===== config.mk =====
export PLATFORM = sky130hd
export DESIGN_NAME = jedro_1_decoder
export DESIGN_NICKNAME = d
export VERILOG_FILES = /design/src/rtl/jedro_1_decoder.sv
export SDC_FILE = /design/constraint.sdc
export NUM_CORES = 1
export LEC_CHECK = 0
export ABC_AREA = 1
export CAP_MARGIN = 20
export CORE_ASPECT_RATIO = 0.8
export CORE_MARGIN = 3
export CORE_UTILIZATION = 40
export DETAILED_ROUTE_END_ITERATION = 10
export HOLD_SLACK_MARGIN = 0.15
export PLACE_DENSITY_LB_ADDON = 0.05
export REMOVE_ABC_BUFFERS = 1
export SLEW_MARGIN = 15
export SYNTH_ARGS = -nofsm -noshare
export SYNTH_HDL_FRONTEND = slang
export SYNTH_SLANG_ARGS = --single-unit

===== constraint.sdc =====
create_clock -name clk_i -period 1.7 [get_ports clk_i]
set_input_delay 0.34 -clock clk_i [delete_from_list [all_inputs] [get_ports clk_i]]
set_output_delay 0.34 -clock clk_i [all_outputs]
set_load 0.05 [all_outputs]

===== src/rtl/jedro_1_decoder.sv =====
// jedro_1 decode stage: RV32I OP / OP-IMM / LUI into ALU op-select and operand controls,
// with one registered output stage under a valid/ready handshake.
module jedro_1_decoder #(
  parameter int DATA_WIDTH   = 32,
  parameter int ALU_OP_WIDTH = 4
) (
  input  logic                    clk_i,
  input  logic                    rst_i,
  input  logic [DATA_WIDTH-1:0]   instr_i,
  input  logic                    instr_valid_i,
  output logic                    instr_ready_o,
  output logic [ALU_OP_WIDTH-1:0] alu_op_sel_o,
  output logic [4:0]              rs1_addr_o,
  output logic [4:0]              rs2_addr_o,
  output logic [4:0]              rd_addr_o,
  output logic                    rd_we_o,
  output logic [DATA_WIDTH-1:0]   imm_o,
  output logic                    opb_imm_o,
  output logic                    opa_zero_o,
  output logic                    illegal_o,
  output logic                    dec_valid_o,
  input  logic                    dec_ready_i
);

  localparam logic [6:0] OPC_OP     = 7'b0110011;
  localparam logic [6:0] OPC_OP_IMM = 7'b0010011;
  localparam logic [6:0] OPC_LUI    = 7'b0110111;
  localparam logic [6:0] F7_ZERO    = 7'b0000000;
  localparam logic [6:0] F7_ALT     = 7'b0100000;
  localparam logic [2:0] F3_ADD     = 3'b000;
  localparam logic [2:0] F3_SLL     = 3'b001;
  localparam logic [2:0] F3_SR      = 3'b101;
  localparam logic [ALU_OP_WIDTH-1:0] ALU_ADD = '0;

  function automatic logic signed [DATA_WIDTH-1:0] sext_i_imm(input logic [11:0] field);
    return {{(DATA_WIDTH-12){field[11]}}, field};
  endfunction

  function automatic logic signed [DATA_WIDTH-1:0] upper_imm(input logic [19:0] field);
    return {field, {(DATA_WIDTH-20){1'b0}}};
  endfunction

  logic [6:0] opcode;
  logic [2:0] funct3;
  logic [6:0] funct7;
  logic [4:0] rd_field;

  assign opcode   = instr_i[6:0];
  assign funct3   = instr_i[14:12];
  assign funct7   = instr_i[31:25];
  assign rd_field = instr_i[11:7];

  // Stage p0: combinational decode of the presented instruction
  logic                           legal_p0;
  logic                           bit3_p0;
  logic                           opb_imm_p0;
  logic                           opa_zero_p0;
  logic signed [DATA_WIDTH-1:0]   imm_p0;
  logic [4:0]                     rs1_p0;
  logic [4:0]                     rs2_p0;
  logic [ALU_OP_WIDTH-1:0]        op_sel_p0;
  logic                           rd_we_p0;

  always_comb begin
    legal_p0    = 1'b0;
    bit3_p0     = 1'b0;
    opb_imm_p0  = 1'b0;
    opa_zero_p0 = 1'b0;
    imm_p0      = '0;
    rs1_p0      = instr_i[19:15];
    rs2_p0      = instr_i[24:20];
    // opcode includes instr[1:0], so compressed encodings fall to default
    case (opcode)
      OPC_OP: begin
        if (funct7 == F7_ZERO) begin
          legal_p0 = 1'b1;
        end else if (funct7 == F7_ALT && (funct3 == F3_ADD || funct3 == F3_SR)) begin
          legal_p0 = 1'b1;
          bit3_p0  = 1'b1;
        end
      end
      OPC_OP_IMM: begin
        opb_imm_p0 = 1'b1;
        imm_p0     = sext_i_imm(instr_i[31:20]);
        // instr[30] is immediate data here except for shift-right
        case (funct3)
          F3_SLL: legal_p0 = (funct7 == F7_ZERO);
          F3_SR: begin
            if (funct7 == F7_ZERO) begin
              legal_p0 = 1'b1;
            end else if (funct7 == F7_ALT) begin
              legal_p0 = 1'b1;
              bit3_p0  = 1'b1;
            end
          end
          default: legal_p0 = 1'b1;
        endcase
      end
      OPC_LUI: begin
        legal_p0    = 1'b1;
        opb_imm_p0  = 1'b1;
        opa_zero_p0 = 1'b1;
        imm_p0      = upper_imm(instr_i[31:12]);
        rs1_p0      = '0;
        rs2_p0      = '0;
      end
      default: legal_p0 = 1'b0;
    endcase
  end

  assign op_sel_p0 = (legal_p0 && opcode != OPC_LUI)
                   ? ALU_OP_WIDTH'({bit3_p0, funct3}) : ALU_ADD;
  assign rd_we_p0  = legal_p0 && (rd_field != 5'd0);

  // Stage p1: registered decode output, held while downstream stalls
  logic                           vld_p1;
  logic [ALU_OP_WIDTH-1:0]        op_sel_p1;
  logic [4:0]                     rs1_p1;
  logic [4:0]                     rs2_p1;
  logic [4:0]                     rd_p1;
  logic                           rd_we_p1;
  logic signed [DATA_WIDTH-1:0]   imm_p1;
  logic                           opb_imm_p1;
  logic                           opa_zero_p1;
  logic                           illegal_p1;
  logic                           accept;

  assign instr_ready_o = !vld_p1 || dec_ready_i;
  assign accept        = instr_valid_i && instr_ready_o;

  always_ff @(posedge clk_i or posedge rst_i) begin
    if (rst_i) begin
      vld_p1      <= 1'b0;
      op_sel_p1   <= ALU_ADD;
      rs1_p1      <= '0;
      rs2_p1      <= '0;
      rd_p1       <= '0;
      rd_we_p1    <= 1'b0;
      imm_p1      <= '0;
      opb_imm_p1  <= 1'b0;
      opa_zero_p1 <= 1'b0;
      illegal_p1  <= 1'b0;
    end else if (accept) begin
      vld_p1      <= 1'b1;
      op_sel_p1   <= op_sel_p0;
      rs1_p1      <= rs1_p0;
      rs2_p1      <= rs2_p0;
      rd_p1       <= rd_field;
      rd_we_p1    <= rd_we_p0;
      imm_p1      <= imm_p0;
      opb_imm_p1  <= opb_imm_p0;
      opa_zero_p1 <= opa_zero_p0;
      illegal_p1  <= !legal_p0;
    end else if (dec_ready_i) begin
      vld_p1 <= 1'b0;
    end
  end

  assign dec_valid_o  = vld_p1;
  assign alu_op_sel_o = op_sel_p1;
  assign rs1_addr_o   = rs1_p1;
  assign rs2_addr_o   = rs2_p1;
  assign rd_addr_o    = rd_p1;
  assign rd_we_o      = rd_we_p1;
  assign imm_o        = imm_p1;
  assign opb_imm_o    = opb_imm_p1;
  assign opa_zero_o   = opa_zero_p1;
  assign illegal_o    = illegal_p1;

endmodule


# Yosys cells after proc, flatten, opt, wreduce, memory -nomap -nowiden
# Cells that the tools add are included.
# op_classes
reduce_logical	13
muxes	18
eq_ne	7
# ops
cell	n
$pmux 32 s2	1
$eq 7x6->1 const B	3
$mux 1	11
$mux 5	2
$eq 7x5->1 const B	1
$logic_not 7->1	1
$ne 7x6->1 const B	1
$reduce_bool 5->1	1
$logic_and 1x1->1	4
$mux 4	1
$pmux 1 s2	2
$eq 3x1->1 const B	1
$eq 3x3->1 const B	1
$logic_not 3->1	1
$pmux 1 s3	1
$logic_not 1->1	2
$logic_or 1x1->1	2
$reduce_bool 2->1	1
$reduce_or 2->1	1
# word_totals
ff_bits	56
word_cells	48
in_bits	36
output_inout_bits	57

# Depth between registers and ports, before layout
# Gate-level depths: netlist of run 1.
# logic_depth
word_depth	8
ltp_mapped	9
mapped_depth_nobuf	9

# Least setup slack after synthesis of run 1
# Ideal clock, no wire load.
# synth_path
path_type	reg2reg
start	reg vld_p1, in the netlist dec_valid_o
end	reg opb_imm_p1, in the netlist opb_imm_o
synth_period_minus_slack_ns	1.496
arrival_time_ns	1.369
n_path_buf	2
required_time_ns	1.574
slack_ns	0.204
stages_incl_launch_ff	7
setup_time_ns	0.126
path_cell_list	dfrtp_1 -> a21oi_4 -> inv_2 -> buf_4 -> buf_6 -> nand2_1 -> nand2_1
# synth_via
elab_chain_len	3
# synth_rtl
element	line	source
from (decl)	116	logic vld_p1;
from (signal assigned)	133	vld_p1 <= 1'b0;
from (signal assigned)	144	vld_p1 <= 1'b1;
from (signal assigned)	155	vld_p1 <= 1'b0;
$logic_not 1->1	128	assign instr_ready_o = !vld_p1 || dec_ready_i;
$logic_or 1x1->1	128	
$logic_and 1x1->1	129	assign accept = instr_valid_i && instr_ready_o;
to (signal assigned)	151	opb_imm_p1 <= opb_imm_p0;
to (decl)	123	logic opb_imm_p1;
# Every way passes these cells.
# A chain may end at the register's enable or synchronous reset.

# Final worst setup path of run 1
# layout_path
start	in dec_ready_i
end	out instr_ready_o
# layout_via
elab_chain_len	1
# layout_rtl
element	line	source
from (decl)	22	input logic dec_ready_i
$logic_or 1x1->1	128	
to (decl)	11	output logic instr_ready_o,
# Every way passes these cells.

==> results.yml, run 1 <==
status:
  status: "finished clean"
timing:
  fin_ws_ns: 0.236
  fmax_mhz: 683
  whs_ns: 0.400
  finalMaxSlewViolations: 0
  worst_slew_pin_slew_ns: 0.305
  hold_viol: 0
  finalClockSkew_ns: 0.00892
  setup_viol: 0
  relSlewSlack: 0.797
  fin_crit_sh: 0.861
  rsz0062_at_grt: "false"
  period_needed_ns: 1.46
flow_run:
  maxCapViolations: 0
setup_path:
  crit_buf_inv: 3
  critical_path.slowest_cell: "clkdlybuf4s50_1"
  cp.required_ns: 1.36
  worstPathMaxFanout: 2
  worstSetupEndpointType: "output port"
  worstSetupPathType: "primary input to output port"
  start_kind: "primary input"
  crit_arrival_ns: 1.12
  worst_path_dominant_cell_family: "buffers and inverters"
  slowest_delay_ns: 0.45
  path_cells: "clkdlybuf4s50_1 > inv_1 > nand2_1 > buf_12"
clocking:
  cts.sinks: 56
  cts_hold_buf: 0
  path_clk_slew_ns: 0.11
  clk-insertion-delay-late_ns: 0.31
  cts-root-buf: "clkbuf_8"
  ctsResizeCount: 0
  cts_setup_buffers: 0
  cts.htree.levels: 2
  cts_tree: "yes"
  cts_max_path_buffers: 2
  numCtsBuffers: 5
global_route:
  grt_pass1_vias: 2142
  overflow: 0
  grtUsageTotal: 0.181
  grt_max_degree: 57
  antenna_found_initial: 0
  grt_pass1_wl_um: 10300
pwr:
  power_density_nw_per_um2: 789
  pwr-share-clk: 0.269
  p_sw_w: 0.000885
  cellInternalPower_w: 0.00190
  power.switching_fraction: 0.318
  power.leakage_nw: 1.83
  fin_total_pwr_w: 0.00278
  seqPwrFrac: 0.511
  p_comb_frac: 0.220
  irDropWorstVdd_uv: 333
logic_synthesis:
  synth.distinct_cells: 20
  synth-seq-cells: 56
  synth.most_common_cell: "nand2_1"
  yosys_warnings: 0
  synth-edff-count: 0
  yosysSeqAreaShare: 0.559
  synthTopCellsByCount: "103 x nand2_1, 56 x dfrtp_1, 18 x inv_1, 18 x o21ai_0, 17 x o211ai_2"
  synth.largest_area_cell: "dfrtp_1"
  synthTopCellsByArea: "dfrtp_1 56%, nand2_1 15%, o211ai_2 8.5%, o21ai_0 3.6%, buf_6 3.1%"
  synthCells: 265
  yosysTopAreaCellShare: 0.559
  avgSynthCellArea_sq_um: 9.46
  async_flop_share: 1.00
  synth_area_sq_um: 2510
  synth_top_flop_cell: "dfrtp_1"
floorplanning:
  io_pins: 93
  design.die.area_sq_um: 7260
  die_w_um: 94.5
  coreArea_sq_um: 5970
  start_util: 0.419
  die_y_um: 76.8
  rows: 25
route:
  ant_nets: 0
  drt-vias-per-instance: 4.69
  wl_per_cell_um: 14.1
  first_iter_violations: 44
  drc: 0
  wirelength_um: 6330
  vias: 2100
  dr.pass1.iters: 4
placement:
  gp_congestion: 0.732
  hpwlAfterDp_um: 4540
  pre_cts_ws_ns: -0.101
  placed_area_sq_um: 3440
  port_buffers: 92
finish:
  fin_util: 0.591
  fin_nets: 402
  area_growth_pct: 40.9
  design_area_sq_um: 3530
  antenna_cells: 0
  drive_above_1_share: 0.294
hold_path:
  hold_path_class: "primary input to asynchronous set/reset pin"
==> worst paths after layout <==
path | startpoint | depth (start not counted) | end | slack, ns
max reg2reg | dec_valid_o$_DFFE_PP0P_ | 4 | rs2_addr_o[4]$_DFFE_PP0P_ | 0.40
min | rst_i | 3 | rd_addr_o[0]$_DFFE_PP0P_ | 0.40
max in group asynchronous | rst_i | 3 | imm_o[12]$_DFFE_PP0P_ | 1.05
min reg2reg | rd_addr_o[3]$_DFFE_PP0P_ | 2 | rd_addr_o[3]$_DFFE_PP0P_ | 0.48
min in group clk_i | rd_addr_o[3]$_DFFE_PP0P_ | 2 | rd_addr_o[3]$_DFFE_PP0P_ | 0.48
max | dec_ready_i | 4 | instr_ready_o | 0.24
==> power groups by stage <==
stage	registers [W]	logic, W	clock network [W]
floorplan	0.00166	0.000140	0
global placement	0.00145	0.000615	0
detailed placement	0.00145	0.000618	0
CTS	0.00142	0.000620	0.000771
global route	0.00143	0.000654	0.000832
finish	0.00142	0.000612	0.000750
==> final cells by class <==
class                           count  area, sq um
Fill cell                         521         2440
Sequential cell                    56         1400
Timing Repair Buffer              108          948
Multi-Input combinational cell    174          911
Tap cell                           81          101
Inverter                           21         78.8
Clock buffer                        5         68.8
Clock inverter                      3         21.3
==> routing by layer <==
metal,vias up,GRT usage,wire (um)
li1,1056,-,-
met2,59,0.279,2840
met3,7,0.0490,420
met4,0,0.0519,76
met1,978,0.251,2990
met5,-,0,0
==> metrics by stage <==
step | std cells | TNS (ns)
finish | 448 | 0
global route | 448 | 0
CTS | 448 | 0
detailed placement | 440 | -0.585
global placement | 440 | -0.219
floorplan | 251 | -7.87
==> cell families after synthesis <==
group                  synth area share
and+or+nand+nor                   0.210
AOI/OAI and AO/OA                 0.153
buffers and inverters            0.0774
DFF                               0.559
==> state kept, by name, summed over array words and instances (netlist names), 4 cells and up <==
| signal | flops |
|---|---|
| rd_addr_o | 5 |
| imm_o | 32 |
| alu_op_sel_o | 4 |
| rs1_addr_o | 5 |
| rs2_addr_o | 5 |
==> placed cells by master (no fill, tap or decap) <==
master,count
nand2_1,103
buf_4,69
dfrtp_1,56
clkdlybuf4s50_1,35
o21ai_0,18
inv_1,17
o211ai_2,17
o21ai_1,10
nand3_1,9
nor2_1,7
clkbuf_8,5
inv_2,4
buf_12,4
nor3_1,2
nand3_2,2
o211ai_1,2
nor2_4,1
nor4_4,1
a21oi_4,1
nor2_2,1
clkinv_2,1
inv_6,1
clkinvlp_4,1
==> worst min-delay path: cells and delay by family <==
kind,cells,cell delay (ns)
buffers and inverters,3,0.77
Power figures use the tool's default switching activity.
==> run 2, diff against run 1 <==
PLACE_DENSITY = 0.86   (was unset)
PLACE_DENSITY_LB_ADDON = unset   (was 0.05)
==> run 2 against run 1 <==
Net effect:
- hold slack got worse by 0.0076 ns
- sequential cell count stayed put
- sequential share of layout area down 0.27 points
- critical path depth is the same
- power is 0.43% higher
- worst setup slack lost 0.011 ns
- critical path type unchanged
- critical endpoint unchanged
- largest cell class unchanged
==> results.yml, run 2 (synthesized netlist as in run 1, its figures left out) <==
status:
  status: "finished clean"
route:
  wirelength_um: 6120
  drt-vias-per-instance: 4.78
  wl_per_cell_um: 13.7
  first_iter_violations: 100
  dr.pass1.iters: 4
  drc: 0
  vias: 2136
  ant_nets: 0
clocking:
  cts.htree.levels: 2
  clk-insertion-delay-late_ns: 0.31
  cts.sinks: 56
  cts_tree: "yes"
  path_clk_slew_ns: 0.09
  ctsResizeCount: 0
  cts_hold_buf: 0
  cts_setup_buffers: 0
  cts-root-buf: "clkbuf_8"
  cts_max_path_buffers: 2
  numCtsBuffers: 5
setup_path:
  critical_path.slowest_cell: "clkdlybuf4s50_1"
  slowest_delay_ns: 0.46
  start_kind: "primary input"
  worstSetupEndpointType: "output port"
  worstSetupPathType: "primary input to output port"
  cp.required_ns: 1.36
  worst_path_dominant_cell_family: "buffers and inverters"
  worstPathMaxFanout: 2
  crit_arrival_ns: 1.14
  path_cells: "clkdlybuf4s50_1 > inv_1 > nand2_1 > buf_12"
  crit_buf_inv: 3
timing:
  fin_crit_sh: 0.868
  worst_slew_pin_slew_ns: 0.430
  finalClockSkew_ns: 0.00705
  hold_viol: 0
  relSlewSlack: 0.713
  rsz0062_at_grt: "false"
  fin_ws_ns: 0.225
  fin_tns_setup_ns: 0
  period_needed_ns: 1.48
  fmax_mhz: 678
  setup_viol: 0
  finalMaxSlewViolations: 0
pwr:
  power.switching_fraction: 0.306
  power.leakage_nw: 1.85
  p_comb_frac: 0.220
  seqPwrFrac: 0.509
  power_density_nw_per_um2: 787
  p_sw_w: 0.000856
  irDropWorstVdd_uv: 314
  fin_total_pwr_w: 0.00280
  pwr-share-clk: 0.272
  cellInternalPower_w: 0.00194
floorplanning:
  io_pins: 93
  die_y_um: 76.8
  rows: 25
  coreArea_sq_um: 5970
  die_w_um: 94.5
  design.die.area_sq_um: 7260
  start_util: 0.419
placement:
  hpwlAfterDp_um: 4660
  port_buffers: 92
  pre_cts_ws_ns: -0.0688
  post-place-cells: 439
  gp_congestion: 0.773
finish:
  largest_reg_flops: 32
  register_area_sq_um: 1400
  drive_above_1_share: 0.292
  multi_input_area_sq_um: 911
  fin_cells: 447
  layout_commonest_cell: "nand2_1"
  antenna_cells: 0
  fin_util: 0.595
  layout_common_cells: "103 x nand2_1, 66 x buf_4, 56 x dfrtp_1, 35 x clkdlybuf4s50_1, 18 x o21ai_0"
  fillers: 509
  area_growth_pct: 41.8
  fin_nets: 401
global_route:
  grtUsageTotal: 0.172
  grt_pass1_wl_um: 10000
  grt_max_degree: 36
  grt_pass1_vias: 2143
  overflow: 0
  antenna_found_initial: 0
flow_run:
  maxCapViolations: 0
hold_path:
  hold_path_class: "primary input to asynchronous set/reset pin"
run 2: final timing paths:
check / startpoint / endpoint / slack, ns / cells past startpoint
worst max-delay path: dec_ready_i / instr_ready_o / 0.22 / 4
worst min-delay path: rst_i / rd_addr_o[3]$_DFFE_PP0P_ / 0.39 / 3
worst max register to register: dec_valid_o$_DFFE_PP0P_ / rs1_addr_o[4]$_DFFE_PP0P_ / 0.38 / 4
worst min register to register: rd_addr_o[0]$_DFFE_PP0P_ / rd_addr_o[0]$_DFFE_PP0P_ / 0.48 / 2
max in group asynchronous: rst_i / imm_o[29]$_DFFE_PP0P_ / 0.94 / 3
min in group clk_i: rd_addr_o[0]$_DFFE_PP0P_ / rd_addr_o[0]$_DFFE_PP0P_ / 0.48 / 2
run 2: worst register-to-register path, delay by kind of cell (launching register included):
| family | cells | cell delay [ns] |
|---|---|---|
| buffers and inverters | 1 | 0.25 |
| AND/OR/NAND/NOR | 1 | 0.11 |
| AO/OA/AOI/OAI | 2 | 0.45 |
| flip-flops | 1 | 0.44 |
run 2: final cells by class:
type / instances / share of cell area
Sequential cell: 56 / 0.394
Multi-Input combinational cell: 174 / 0.256
Clock inverter: 2 / 0.00387
Timing Repair Buffer: 107 / 0.272
Tap cell: 81 / 0.0285
Inverter: 21 / 0.0222
Clock buffer: 6 / 0.0232
run 2: through the flow:
stage	hold slack, ns	cell area [sq um]
2_1_floorplan	0.458	2390
3_3_place_gp	0.461	3460
3_5_place_dp	0.460	3460
4_1_cts	0.392	3550
5_1_grt	0.414	3550
6_report	0.393	3550
run 2: power groups by stage:
| stage | combinational (W) | sequential (W) | clock [W] |
|---|---|---|---|
| floorplan | 0.000140 | 0.00166 | 0 |
| global placement | 0.000611 | 0.00145 | 0 |
| detailed placement | 0.000619 | 0.00145 | 0 |
| CTS | 0.000620 | 0.00142 | 0.000786 |
| global route | 0.000656 | 0.00143 | 0.000838 |
| finish | 0.000614 | 0.00142 | 0.000760 |
run 2: metal layers:
| metal | GRT usage | up-vias | wire [um] |
|---|---|---|---|
| li1 | - | 1054 | - |
| met1 | 0.224 | 1012 | 2750 |
| met2 | 0.289 | 65 | 2950 |
| met3 | 0.0402 | 5 | 378 |
| met4 | 0.0389 | 0 | 38 |
| met5 | 0 | - | 0 |
==> run 3, diff against run 2 <==
CORE_ASPECT_RATIO = unset   (was 0.8)
==> run 3 against run 2 <==
Net effect:
- sequential power is essentially flat
- sequential cell count is the same
- via count grew 3.2%
- power shrank 0.18%
- cell area grew 0.28%
- register-to-register slack gained 0.04 ns
- clock power shrank 1%
- cell count is the same
- clock skew shrank 0.00083 ns
==> results.yml, run 3 (synthesized netlist as in run 1, its figures left out) <==
route:
  drc: 0
  wl_per_cell_um: 14.4
  vias: 2204
  wirelength_um: 6450
  drt-vias-per-instance: 4.93
  dr.pass1.iters: 5
  ant_nets: 0
  first_iter_violations: 111
hold_path:
  hold_path_class: "primary input to asynchronous set/reset pin"
pwr:
  p_comb_frac: 0.221
  p_sw_w: 0.000853
  power.switching_fraction: 0.306
  cellInternalPower_w: 0.00194
  power_density_nw_per_um2: 783
  irDropWorstVdd_uv: 392
  pwr-share-clk: 0.269
  fin_total_pwr_w: 0.00279
  seqPwrFrac: 0.510
  power.leakage_nw: 1.85
global_route:
  grt_max_degree: 57
  antenna_found_initial: 0
  grt_pass1_vias: 2258
  overflow: 0
  grt_pass1_wl_um: 10800
  grtUsageTotal: 0.185
timing:
  rsz0062_at_grt: "false"
  period_needed_ns: 1.50
  finalMaxSlewViolations: 0
  relSlewSlack: 0.802
  setup_viol: 0
  worst_slew_pin_slew_ns: 0.297
  fin_tns_setup_ns: 0
  whs_ns: 0.396
  fin_crit_sh: 0.880
  finalClockSkew_ns: 0.00622
  fmax_mhz: 669
  hold_viol: 0
setup_path:
  reg2reg_depth: 5
  reg2reg_to: "imm_o[31]$_DFFE_PP0P_"
  slowest_delay_ns: 0.46
  worstSetupPathType: "primary input to output port"
  critical_path.slowest_cell: "clkdlybuf4s50_1"
  path_cells: "clkdlybuf4s50_1 > inv_1 > nand2_1 > buf_12"
  r2r_start: "dec_valid_o$_DFFE_PP0P_"
  worstPathMaxFanout: 2
  crit_arrival_ns: 1.16
  r2r_slack_ns: 0.42
  worstSetupEndpointType: "output port"
  cp.required_ns: 1.36
  start_kind: "primary input"
floorplanning:
  start_util: 0.418
  die_y_um: 85.2
  io_pins: 93
  die_w_um: 85.2
  coreArea_sq_um: 5990
  design.die.area_sq_um: 7250
  rows: 28
finish:
  multi_input_area_sq_um: 911
  fillers: 518
  layout_commonest_cell: "nand2_1"
  largest_reg_flops: 32
  area_growth_pct: 42.2
  fin_cells: 447
  register_area_sq_um: 1400
  fin_nets: 407
  layout_common_cells: "103 x nand2_1, 74 x buf_4, 56 x dfrtp_1, 35 x clkdlybuf4s50_1, 18 x o21ai_0"
  drive_above_1_share: 0.301
  antenna_cells: 0
clocking:
  cts_hold_buf: 0
  numCtsBuffers: 5
  cts.htree.levels: 2
  path_clk_slew_ns: 0.10
  ctsResizeCount: 0
  cts-root-buf: "clkbuf_8"
  clk-insertion-delay-late_ns: 0.30
  cts_setup_buffers: 0
  cts_tree: "yes"
  cts.sinks: 56
  cts_max_path_buffers: 2
placement:
  post-place-cells: 439
  port_buffers: 92
  hpwlAfterDp_um: 4890
  gp_congestion: 0.782
status:
  status: "finished clean"
flow_run:
  maxCapViolations: 0
==> run 3: cell count changes in the layout (fill, tap and decap cells not counted) <==
| cell | previous run | this run |
|---|---|---|
| buf_12 | 6 | 4 |
| buf_4 | 66 | 74 |
| clkbuf_1 | 0 | 1 |
| clkinv_2 | 1 | 0 |
| clkinvlp_4 | 0 | 1 |
| inv_6 | 1 | 0 |
==> run 3: power by group through the flow <==
stage | Clock, W | Combinational (W) | Sequential [W]
global placement | 0 | 0.000613 | 0.00145
CTS | 0.000772 | 0.000623 | 0.00142
finish | 0.000751 | 0.000617 | 0.00142
detailed placement | 0 | 0.000622 | 0.00145
global route | 0.000820 | 0.000657 | 0.00143
floorplan | 0 | 0.000140 | 0.00166
==> run 3: metrics by stage <==
step | cell area, sq um | util | setup slack (ns)
2_1_floorplan | 2390 | - | -0.181
3_3_place_gp | 3470 | 0.579 | -0.00856
3_5_place_dp | 3470 | 0.579 | -0.0897
4_1_cts | 3560 | 0.595 | 0.205
5_1_grt | 3560 | 0.595 | 0.151
6_report | 3560 | 0.595 | 0.204
==> run 3: how the worst max path moves through the flow <==
stage                                  from                    end  slack (ns)  cells after the start
floorplan           dec_valid_o$_DFFE_PP0P_  imm_o[29]$_DFFE_PP0P_       -0.18                      3
global placement                 instr_i[2]  imm_o[30]$_DFFE_PP0P_      -0.009                      6
detailed placement               instr_i[2]  imm_o[29]$_DFFE_PP0P_       -0.09                      6
CTS                             dec_ready_i          instr_ready_o        0.20                      4
global route                    instr_i[31]    rd_we_o$_DFFE_PP0P_        0.15                     10
finish                          dec_ready_i          instr_ready_o        0.20                      4
==> run 3: cell type report <==
| type | instances | area share |
|---|---|---|
| Clock inverter | 1 | 0.00211 |
| Sequential cell | 56 | 0.393 |
| Multi-Input combinational cell | 174 | 0.256 |
| Inverter | 21 | 0.0221 |
| Tap cell | 75 | 0.0263 |
| Timing Repair Buffer | 113 | 0.277 |
| Clock buffer | 7 | 0.0242 |
==> run 3: per-layer routing <==
layer | vias to the layer above | routed length, um | GRT usage
li1 | 1061 | - | -
met1 | 1070 | 2790 | 0.240
met2 | 68 | 3180 | 0.317
met3 | 5 | 420 | 0.0437
met4 | 0 | 58 | 0.0388
met5 | - | 0 | 0
==> run 3: critical path: cells and delay by family <==
kind	cells	cell delay, ns
buffers and inverters	3	0.68
and+or+nand+nor	1	0.13
